`config.mk`:
```
export PLATFORM = sky130hd
export DESIGN_NAME = divider_sequential
export DESIGN_NICKNAME = d
export VERILOG_FILES = /design/src/rtl/divider_pkg.sv /design/src/rtl/divider_datapath.sv /design/src/rtl/divider_sequential.sv
export SDC_FILE = /design/constraint.sdc
export NUM_CORES = 1
export LEC_CHECK = 0
export CAP_MARGIN = 20
export CORE_UTILIZATION = 40
export CTS_BUF_LIST = sky130_fd_sc_hd__clkbuf_2
export DETAILED_ROUTE_END_ITERATION = 10
export SLEW_MARGIN = 20
export SYNTH_ARGS = -nofsm -noshare
export SYNTH_HDL_FRONTEND = slang
export SYNTH_SLANG_ARGS = --single-unit
```
`constraint.sdc`:
```
create_clock -name clock -period 2.3 [get_ports clock]
set_input_delay 0.23 -clock clock [delete_from_list [all_inputs] [get_ports clock]]
set_output_delay 0.23 -clock clock [all_outputs]
set_load 0.005 [all_outputs]
```
`src/rtl/divider_pkg.sv`:
```
// Shared types and defaults for the sequential shift-subtract divider.
// Optional DIVIDER_DBZ_CHECK_EN build: zero divisors complete in one edge without entering RUN.
package divider_pkg;

    typedef enum logic {
        IDLE = 1'b0,
        RUN  = 1'b1
    } div_state_t;

    localparam int DIV_WIDTH_DEFAULT = 8;

endpackage

```
`src/rtl/divider_datapath.sv`:
```
// Restoring-division datapath: partial remainder R, shifting quotient Q, divisor D and result registers.
// Controlled by load/step/capture enables from divider_sequential.
module divider_datapath
    import divider_pkg::*;
#(
    parameter int WIDTH = DIV_WIDTH_DEFAULT
) (
    input  logic             clock,
    input  logic             rst_n,
    input  logic             load,
    input  logic             step,
    input  logic             capture,
    input  logic             capture_dbz,
    input  logic [WIDTH-1:0] dividend,
    input  logic [WIDTH-1:0] divisor,
    output logic [WIDTH-1:0] quotient,
    output logic [WIDTH-1:0] remainder
);

    logic [WIDTH:0]   r_q;
    logic [WIDTH-1:0] q_q;
    logic [WIDTH-1:0] d_q;

    logic [WIDTH:0]   r_shift;
    logic [WIDTH:0]   r_trial;
    logic [WIDTH:0]   r_next;
    logic [WIDTH-1:0] q_next;

    // R always holds a value below D after a step, so its MSB never feeds the next shift.
    logic unused_r_msb;
    assign unused_r_msb = r_q[WIDTH];

    always_comb begin
        r_shift = {r_q[WIDTH-1:0], q_q[WIDTH-1]};
        r_trial = r_shift - {1'b0, d_q};
        r_next  = r_shift;
        q_next  = {q_q[WIDTH-2:0], 1'b0};
        if (!r_trial[WIDTH]) begin
            r_next = r_trial;
            q_next = {q_q[WIDTH-2:0], 1'b1};
        end
    end

    always_ff @(posedge clock or negedge rst_n) begin
        if (!rst_n) begin
            r_q       <= '0;
            q_q       <= '0;
            d_q       <= '0;
            quotient  <= '0;
            remainder <= '0;
        end else begin
            if (load) begin
                r_q <= '0;
                q_q <= dividend;
                d_q <= divisor;
            end else if (step) begin
                r_q <= r_next;
                q_q <= q_next;
            end

            // The last step's results are captured on the same edge that performs it.
            if (capture) begin
                quotient  <= q_next;
                remainder <= r_next[WIDTH-1:0];
            end else if (capture_dbz) begin
                quotient  <= '1;
                remainder <= dividend;
            end
        end
    end

endmodule

```
`src/rtl/divider_sequential.sv`:
```
// Sequential unsigned divider controller: IDLE/RUN FSM, step counter and start/ready handshake.
// Define DIVIDER_DBZ_CHECK_EN to answer zero-divisor requests in one edge with div_by_zero set.
module divider_sequential
    import divider_pkg::*;
#(
    parameter int WIDTH = DIV_WIDTH_DEFAULT
) (
    input  logic             clock,
    input  logic             rst_n,
    input  logic             start,
    input  logic [WIDTH-1:0] dividend,
    input  logic [WIDTH-1:0] divisor,
    output logic [WIDTH-1:0] quotient,
    output logic [WIDTH-1:0] remainder,
    output logic             ready,
    output logic             busy,
    output logic             div_by_zero
);

    localparam int CW = $clog2(WIDTH + 1);

    // Handshake: start is sampled only in IDLE; ready is a level that rises on completion
    // and falls on the edge that accepts the next start. busy mirrors state == RUN.
    div_state_t    state;
    logic [CW-1:0] cnt;

    logic load;
    logic step;
    logic capture;
    logic accept_dbz;

`ifdef DIVIDER_DBZ_CHECK_EN
    assign accept_dbz = (state == IDLE) && start && (divisor == '0);
`else
    assign accept_dbz = 1'b0;
`endif

    assign load    = (state == IDLE) && start && !accept_dbz;
    assign step    = (state == RUN);
    assign capture = step && (cnt == CW'(1));

    always_ff @(posedge clock or negedge rst_n) begin
        if (!rst_n) begin
            state       <= IDLE;
            cnt         <= '0;
            ready       <= 1'b0;
            busy        <= 1'b0;
            div_by_zero <= 1'b0;
        end else begin
            case (state)
                IDLE: begin
                    if (load) begin
                        state       <= RUN;
                        cnt         <= CW'(WIDTH);
                        busy        <= 1'b1;
                        ready       <= 1'b0;
                        div_by_zero <= 1'b0;
                    end else if (accept_dbz) begin
                        ready       <= 1'b1;
                        div_by_zero <= 1'b1;
                    end
                end
                RUN: begin
                    cnt <= cnt - CW'(1);
                    if (cnt == CW'(1)) begin
                        state <= IDLE;
                        busy  <= 1'b0;
                        ready <= 1'b1;
                    end
                end
                default: state <= IDLE;
            endcase
        end
    end

    divider_datapath #(
        .WIDTH(WIDTH)
    ) u_datapath (
        .clock      (clock),
        .rst_n      (rst_n),
        .load       (load),
        .step       (step),
        .capture    (capture),
        .capture_dbz(accept_dbz),
        .dividend   (dividend),
        .divisor    (divisor),
        .quotient   (quotient),
        .remainder  (remainder)
    );

endmodule

```
==> impl_results.md, run 1 <==
- Worst slew pin tran: 0.5518 ns
- Synth Net Count: 276
- Final critical-path required period: 2.473 ns
- Post-synthesis adder-cell area fraction: 0.06096
- Most frequent cells after synthesis: nand2_1 (48), dfrtp_1 (47), o21ai_0 (31)
- DIE WIDTH: 79.15 um
- Reg2Reg Depth: 9
- Vias in the first global route: 1948
- Failing checks: setup timing
- Hold Vio Cnt, Final: 0
- DP Worst Slack: -0.2212 ns
- Die Y: 79.15 um
- DRT Pass-1 Iters: 4
- Layout cells sized above 1: 0.1628
- Status: finished with violations
- Mapped Area: 0.002381 mm2
- Worst-skew pair later-pin latency: 0.44 ns
- Synth unique cells: 38
- Leakage: 1.389 nW
- Cells after synthesis: 246
- Ports: 38
- Crit-path cells: inv_2 -> ha_4 -> inv_2 -> fa_2 -> a211oi_2 -> o211ai_1 -> a221o_1 -> mux2_4 -> mux2_4
- Vias per cell: 5.070
- Global-route wire length before repair: 9156 um
- Synth warnings: 0
- CP Class: register to register
- Fin Hold WS: 0.2690 ns
- Avg Cell Area, Syn: 9.679 um2
- Cell taking the most area after synthesis: dfrtp_1
- Initial antenna violation count: 0
- Detailed placement HPWL: 3805 um
- XOR/XNOR Fraction of Synth Area: 0.02207
- WL per Instance: 14.23 um
- H-tree Lvls: 2
- Total power: 5.214 mW
- Crit. End Element: register
- Post-synthesis mux area share: 0.07252
- CTS Buffer Depth: 2
- Synth area leaders: dfrtp_1 (49%), nand2_1 (7.6%), o21ai_0 (6.5%)
- GR Overflow Total: 0
- Max frequency: 0.4044 GHz
- Setup_tns: -1.547 ns
- Clock Pin Slew Worst Setup and Hold Paths: 0.25 ns
- Drt drc: 0
- Post-route ant nets: 0
- EDFF count, synth: 0
- Required time of the critical path: 2.64 ns
- Std-Cell Rows: 27
- Sink Count: 47
- VDD IR max: 0.6897 mV
- Dominant synthesized flop cell: dfrtp_1
- Min-delay worst type: primary input to asynchronous set/reset pin
- Final worst path period share: 1.075
- Worst slew margin: 0.6321
- Slew Limit Fails: 0
- I/O Buffers: 36
- Die area: 0.006265 mm2
- Final setup fails: 16
- Antenna Cells: 0
- CP max FO: 4
- Pin count of the biggest net entering global routing: 28
- MaxCap Viol Count: 0
- Largest family of logic cells by synthesized area: simple AND/OR/NAND/NOR gates
- Post-synth ARST share: 1.000
- Layout net count: 330
- Startpoint Class: register
- Total Wirelength: 5309 um
- CTS tree: yes
- Vias: 1891
- Pwr Density: 1712 mW/mm2
- Routability Congestion: 0.8547
- Core Footprint: 0.005608 mm2
- Area Growth Syn to Fin: 27.90%
- Root buffer cell: clkbuf_2
- Synth Area in Compound Gates: 0.1456
- RSZ-0062 raised after global routing: true
- Most frequent cell after synthesis: nand2_1
- FF+latch count, synth: 47
- Simple-Gate Fraction of Synth Area: 0.1561
- Detailed Route Iter0 Violations: 80
- CP max-delay cell: dfrtp_1
- Clk_skew: 0.02293 ns
- Final setup margin: -0.1729 ns
- GR Util All Layers: 0.1899
- Post-synth top area share: 0.4940
- Fill cells: 541
- Fraction of the yosys area taken by sequential cells: 0.4940
- Starting Density: 0.4246
- Inserted Clock Buffers: 5
- Crit path DAT: 2.81 ns
- Max stage delay on crit path: 0.45 ns
worst paths after layout:
kind / from / endpoint / slack (ns)
max in group asynchronous: rst_n / u_datapath.remainder[3] / 1.52
min: rst_n / cnt[1] / 0.27
max reg2reg: u_datapath.q_q[7] / u_datapath.remainder[6] / -0.17
min reg2reg: u_datapath.quotient[2] / u_datapath.quotient[2] / 0.51
max: u_datapath.q_q[7] / u_datapath.remainder[6] / -0.17
min in group clock: divisor[2] / u_datapath.d_q[2] / 0.32
metal layers:
layer	global-route usage	wire, um
met4	0.04909	61
met3	0.04483	203
met1	0.2414	2568
met5	0	0
met2	0.3233	2476
critical path, delay by kind of cell, from the launching register on:
kind / cells / cell delay (ns)
adder cells (fa/ha/maj): 2 / 0.46
multiplexers: 2 / 0.58
buffers and inverters: 2 / 0.11
flip-flops: 1 / 0.45
AO/OA/AOI/OAI: 3 / 0.77
cells by family after synthesis:
kind of cell / after synthesis
buf+inv: 27
mux: 16
other cells: 1
fa+ha+maj: 11
simple gates: 80
xor+xnor: 6
flops: 47
compound gates: 58
state kept, by name, summed over array words and instances (netlist names):
name / cells
ready: 1
cnt: 4
u_datapath.remainder: 8
u_datapath.d_q: 8
u_datapath.quotient: 8
u_datapath.r_q: 8
u_datapath.q_q: 8
busy: 1
state: 1
layout by cell type (no fill, tap or decap), types with 3 or more instances in the layout:
master | Yosys | final
ha_1 | 10 | 9
a31oi_1 | 4 | 4
dfrtp_1 | 47 | 47
nor2_1 | 13 | 13
nand3b_1 | 8 | 8
buf_4 | 2 | 22
o21ai_0 | 31 | 28
clkbuf_2 | 0 | 6
mux2i_2 | 0 | 4
o21ai_1 | 1 | 3
xor2_1 | 4 | 4
clkdlybuf4s50_1 | 0 | 35
mux2i_1 | 12 | 8
nand2_1 | 48 | 48
a21oi_1 | 8 | 8
nor3b_1 | 3 | 3
inv_1 | 13 | 11
power breakdown:
group	internal [mW]	total, mW	switching, mW
clock	0.0786	0.353	0.274
combinational	1.73	3.33	1.60
sequential	1.25	1.53	0.283
area by class of cell:
class	count	area, um2	share of cell area
clock buffers	6	30.03	0.009860
clock inverters	2	12.51	0.004108
inverters	13	48.80	0.01602
multi-input cells	172	1126	0.3698
flip-flops and latches	47	1176	0.3862
well taps	72	90.09	0.02958
repair buffers	61	561.8	0.1845
through the flow:
stage | cell area [um2] | cells | utilization
floorplan | 2384 | 246 | -
global placement | 2935 | 361 | 0.5234
detailed placement | 2935 | 361 | 0.5234
CTS | 2999 | 371 | 0.5348
global route | 3045 | 373 | 0.5431
finish | 3045 | 373 | 0.5431
repair_timing:
action | in CTS | in global routing
setup buffers | 1 | 2
setup endpoints to repair | 18 | 18
pin swaps | 2 | 1
hold buffers | 1 | 0
endpoints found under the hold margin | 23 | 0
resized for setup | 1 | 12
(Power assumes the default switching activity.)
==> run 2: changes to the inputs <==
GPL_TIMING_DRIVEN = 0   (was unset)
clock period = 2.9 ns   (was 2.3 ns; I/O delays follow)
==> run 2 against run 1 <==
  * The flow now finishes without violations
  * Die area did not move
  * First-iteration DRC count fell by 26%
  * Clock power fell by 22%
  * Fmax fell by 9.1%
  * Total power fell by 27%
  * Sequential power fell by 21%
  * Largest cell class unchanged
  * Highest routed layer unchanged
==> impl_results.md, run 2 (synthesized netlist as in run 1, its figures left out) <==
- CP max-delay cell: fa_1
- Worst setup path start: u_datapath.q_q[7]
- Routability Congestion: 0.7475
- Worst slew pin tran: 0.7096 ns
- Die area: 0.006265 mm2
- Antenna Cells: 0
- Clk network pwr share: 0.072
- Total power: 3.789 mW
- H-tree Lvls: 2
- Pin count of the biggest net entering global routing: 30
- Non-filler cells, final: 363
- Setup bufs post-CTS: 0
- Core Util, Final: 0.5185
- Number of instances in the placed design: 354
- Vias: 1852
- Detailed Route Iter0 Violations: 59
- Drt drc: 0
- Layout net count: 320
- Core Footprint: 0.005608 mm2
- Hold Vio Cnt, Final: 0
- Vias per cell: 5.102
- Post-DP Area: 0.002836 mm2
- CP Class: register to register
- Status: finished clean
- VDD IR max: 0.4758 mV
- GR Overflow Total: 0
- Worst path most repeated cell: inv_1
- Combinational power share: 0.608
- Required time of the critical path: 3.22 ns
- Most common cell after layout, fill and taps aside: nand2_1
- CTS tree: yes
- Max frequency: 0.3675 GHz
- Setup_tns: 0 ns
- Layout cells sized above 1: 0.08935
- Startpoint Class: register
- CP max FO: 10
- Initial antenna violation count: 0
- Seq pwr share: 0.320
- Net Sw Frac: 0.4309
- Die Y: 79.15 um
- Setup crit end: u_datapath.r_q[2]
- Vias in the first global route: 1830
- Clock Pin Slew Worst Setup and Hold Paths: 0.24 ns
- Worst R2R Setup Slack: 0.18 ns
- Std-Cell Rows: 27
- Crit path DAT: 3.04 ns
- Post-route cell area: 0.002908 mm2
- Worst reg2reg path startpoint: u_datapath.q_q[7]
- RR Endpoint: u_datapath.r_q[2]
- WL per Instance: 14.08 um
- Final setup fails: 0
- Final worst path period share: 0.9383
- Leakage: 1.307 nW
- Most frequent cells in the layout: nand2_1 (48), dfrtp_1 (47), clkdlybuf4s50_1 (34)
- CTS Buffer Depth: 2
- Crit-path cells: inv_1 -> ha_1 -> inv_1 -> fa_1 -> a211oi_4 -> o211ai_1 -> a221o_2 -> clkbuf_4 -> mux2i_1 -> o21ai_0
- Clk_skew: 0.01256 ns
- Root buffer cell: clkbuf_2
- MaxCap Viol Count: 0
- Starting Density: 0.4246
- Cell Int Power: 2.156 mW
- Ports: 38
- Final critical-path required period: 2.721 ns
- RSZ-0062 raised after global routing: false
- Area Growth Syn to Fin: 22.12%
- Worst slew margin: 0.5257
- Max stage delay on crit path: 0.45 ns
- Post-route ant nets: 0
- Crit. End Element: register
- Inserted Clock Buffers: 5
- Min-delay worst type: primary input to asynchronous set/reset pin
- DRT Pass-1 Iters: 4
- DIE WIDTH: 79.15 um
- GR Util All Layers: 0.1805
- Total Wirelength: 5111 um
- Worst-skew pair later-pin latency: 0.42 ns
- Detailed placement HPWL: 3814 um
- Pwr Density: 1303 mW/mm2
- Reg2Reg Depth: 10
- Slew Limit Fails: 0
- Global-route wire length before repair: 8742 um
- I/O Buffers: 35
- Switching pwr: 1.633 mW
- Sink Count: 47
## run 2: per-stage QoR
step	hold WS, ns	setup WS, ns
floorplan	-0.005591	0.4387
global placement	0.4604	0.1343
detailed placement	0.2748	0.1733
CTS	0.2975	0.1226
global route	0.3324	0.002396
finish	0.3083	0.1790
## run 2: routing by layer
metal  vias to the layer above  wire length (um)  track usage
met5                         -                 0            0
met4                         0                63      0.05455
met3                         7               169      0.03908
met2                        35              2309       0.2905
met1                       888              2569       0.2426
li1                        922                 -            -
## run 2: area by class of cell
type	instances	area (um2)
Buffer	14	66.31
Clock buffer	6	30.03
Clock inverter	2	12.51
Fill cell	555	2700
Inverter	13	48.80
Multi-Input combinational cell	172	1109
Sequential cell	47	1176
Tap cell	72	90.09
Timing Repair Buffer	37	375.4
## run 2: critical path, delay by kind of cell (launching register included)
family / cells / cell delay (ns)
adders and majority gates: 2 / 0.61
DFF: 1 / 0.44
muxes: 1 / 0.24
buffers and inverters: 3 / 0.36
AOI/OAI and AO/OA: 4 / 0.96
## run 2: worst min path at each step
stage,from,end
6_report,rst_n,u_datapath.remainder[0]
5_1_grt,rst_n,u_datapath.d_q[7]
4_1_cts,rst_n,u_datapath.q_q[2]
3_5_place_dp,rst_n,u_datapath.d_q[5]
3_3_place_gp,u_datapath.quotient[3],u_datapath.quotient[3]
2_1_floorplan,rst_n,busy
## run 2: power by group through the flow
| stage | Sequential (mW) | Combinational, mW | Clock (mW) |
|---|---|---|---|
| after detailed placement | 1.22 | 2.22 | 0 |
| after CTS | 1.21 | 2.24 | 0.288 |
| after floorplan | 1.18 | 1.57 | 0 |
| after global placement | 1.22 | 2.17 | 0 |
| final | 1.21 | 2.30 | 0.275 |
| after global routing | 1.25 | 2.59 | 0.311 |
## run 2: timing repair
action,CTS,global route
resized for setup,0,5
endpoints found under the setup margin,0,8
hold endpoints to repair,18,0
hold buffers,1,0
==> run 3: changes to the inputs <==
ABC_AREA = 1   (was unset)
CORE_UTILIZATION = 30   (was 40)
HOLD_SLACK_MARGIN = 0.02   (was unset)
==> run 3 against run 2 <==
  * Clock skew is 0.0073 ns higher
  * Sequential power shrank 3%
  * Core utilization down 13 points
  * Global-route usage down 4.2 points
  * Wire length grew 8.2%
  * Synthesized cell count increased by 20%
  * First-iteration DRC count up 110%
  * Critical endpoint is now u_datapath.remainder[3]
==> impl_results.md, run 3 <==
- Fill cells: 845
- Layout cells sized above 1: 0.09649
- Reg2Reg Depth: 12
- Hold Vio Cnt, Final: 0
- Fraction of the yosys area taken by sequential cells: 0.4747
- Simple-Gate Fraction of Synth Area: 0.2929
- Die area: 0.008626 mm2
- Setup_tns: 0 ns
- Initial antenna violation count: 0
- Ports: 38
- Met1 Resource Use GR: 0.1897
- Pwr Density: 1291 mW/mm2
- Core Footprint: 0.007848 mm2
- Cell taking the most area after synthesis: dfrtp_1
- GR Layer Usage met3: 0.02463
- Final critical-path required period: 2.120 ns
- Antenna Cells: 0
- Hold Buf Count CTS: 1
- Synth warnings: 0
- DIE WIDTH: 92.88 um
- Clk_skew: 0.01982 ns
- Worst-skew pair later-pin latency: 0.43 ns
- Vias in the first global route: 2010
- Cells after synthesis: 296
- FF+latch count, synth: 47
- Largest family of logic cells by synthesized area: simple AND/OR/NAND/NOR gates
- Starting Density: 0.3157
- Most frequent cells after synthesis: nand2_1 (105), dfrtp_1 (47), inv_1 (38)
- VDD IR max: 0.4084 mV
- Most frequent cells in the layout: nand2_1 (105), dfrtp_1 (47), inv_1 (38)
- Area Growth Syn to Fin: 22.53%
- H-tree Lvls: 2
- DRT Pass-1 Iters: 4
- Slew Limit Fails: 0
- Post-synth top area share: 0.4747
- CP Class: register to register
- Crit. End Element: register
- Drt drc: 0
- Pin count of the biggest net entering global routing: 32
- EDFF count, synth: 0
- Clock Pin Slew Worst Setup and Hold Paths: 0.26 ns
- Min-delay worst type: primary input to asynchronous set/reset pin
- Inserted Clock Buffers: 5
- Post-route ant nets: 0
- Dominant synthesized flop cell: dfrtp_1
- Met2 Use GR: 0.2200
- RR Endpoint: u_datapath.remainder[3]
- Routability Congestion: 0.7633
- Vias: 2008
- Std-Cell Rows: 32
- GR peak layer: met2
- Mapped Area: 0.002477 mm2
- WL per Instance: 12.46 um
- Die Y: 92.88 um
- Most frequent cell after synthesis: nand2_1
- Post-synthesis adder-cell area fraction: 0.05859
- Final setup fails: 0
- Post-DP Area: 0.002980 mm2
- CTS Buffer Depth: 2
- RSZ-0062 raised after global routing: false
- Synth unique cells: 31
- Leakage: 1.499 nW
- Required time of the critical path: 3.25 ns
- CTS tree: yes
- Global-route wire length before repair: 9349 um
- Synth area leaders: dfrtp_1 (47%), nand2_1 (16%), inv_1 (5.8%)
- Worst reg2reg path startpoint: u_datapath.q_q[7]
- Total Wirelength: 5532 um
- Synth Net Count: 326
- Synth Area in Compound Gates: 0.07879
- Post-synthesis mux area share: 0
- XOR/XNOR Fraction of Synth Area: 0.01061
- Startpoint Class: register
- Detailed Route Iter0 Violations: 123
- Root buffer cell: clkbuf_2
- Status: finished clean
- MaxCap Viol Count: 0
- Post-route cell area: 0.003035 mm2
- Worst R2R Setup Slack: 0.78 ns
- CP max FO: 10
- Avg Cell Area, Syn: 8.370 um2
- Detailed placement HPWL: 4192 um
- GR Util All Layers: 0.1390
- Crit path DAT: 2.47 ns
- Cts repair resizes: 0
- Worst setup path start: u_datapath.q_q[7]
- Layout net count: 371
- I/O Buffers: 36
- Most common cell after layout, fill and taps aside: nand2_1
- Vias per cell: 4.523
- Max frequency: 0.4718 GHz
- Post-synth ARST share: 1.000
- GR Overflow Total: 0
- Setup bufs post-CTS: 0
- Sink Count: 47
- Final worst path period share: 0.7309
==> run 3: cell count changes in the layout (fill, tap and decap cells not counted), moves of 5 or more <==
cell	delta
nand3_1	+22
mux2i_1	-10
nand2_1	+57
clkbuf_1	-8
nor2_1	-5
o221ai_1	+5
inv_1	+25
a21oi_1	-6
o21ai_0	-13
nand2_2	+8
==> run 3: where the power goes <==
group	internal (mW)	switching (mW)
logic	1.02	1.44
clock network	0.0581	0.225
registers	0.984	0.189
==> run 3: critical path, stage by stage, from the launching register on <==
cell and delay, ns:
dfrtp_1 0.42, inv_1 0.10, ha_1 0.18, inv_1 0.08, fa_1 0.42, nand2_2 0.09
nand2_2 0.10, nand3_4 0.11, nand3_4 0.17, nand2_8 0.16, nand2_1 0.07, nand3_1 0.10
nand2_1 0.05
==> run 3: per-stage QoR <==
step | instances | power [mW] | hold WS [ns] | utilization | worst slack (ns)
final | 444 | 3.918 | 0.2680 | 0.3868 | 0.7805
after CTS | 444 | 3.957 | 0.2600 | 0.3868 | 0.7662
after global placement | 434 | 3.589 | 0.4593 | 0.3779 | 0.1638
after floorplan | 296 | 2.960 | -0.005591 | - | 1.070
after global routing | 444 | 4.336 | 0.2771 | 0.3868 | 0.5609
after detailed placement | 435 | 3.665 | 0.2526 | 0.3798 | 0.8096
==> run 3: cell type report <==
cell class | instances | area, um2 | share of cell area
Tap cell | 102 | 127.6 | 0.04204
Clock inverter | 3 | 20.02 | 0.006595
Timing Repair Buffer | 38 | 385.4 | 0.1270
Inverter | 39 | 146.4 | 0.04823
Sequential cell | 47 | 1176 | 0.3875
Buffer | 8 | 58.81 | 0.01937
Multi-Input combinational cell | 202 | 1096 | 0.3611
Clock buffer | 5 | 25.02 | 0.008244
==> run 3: layer usage <==
layer	vias up	share of wire
met4	0	0.0052
li1	1028	-
met3	4	0.022
met1	947	0.50
met5	-	0
met2	29	0.47
==> run 3: kinds of logic (layout without fill, tap and decap cells) <==
group / count (synthesis) / in the layout
xor+xnor: 3 / 3
fa+ha+maj: 11 / 11
simple gates: 156 / 156
buf+inv: 47 / 93
other cells: 1 / 1
compound gates: 31 / 31
flops: 47 / 47
==> run 3: worst max-delay path by stage <==
stage | cells after the start | end
floorplan | 14 | u_datapath.r_q[7]
global placement | 1 | u_datapath.d_q[1]
detailed placement | 12 | u_datapath.remainder[6]
CTS | 12 | u_datapath.remainder[3]
global route | 12 | u_datapath.remainder[3]
finish | 12 | u_datapath.remainder[3]
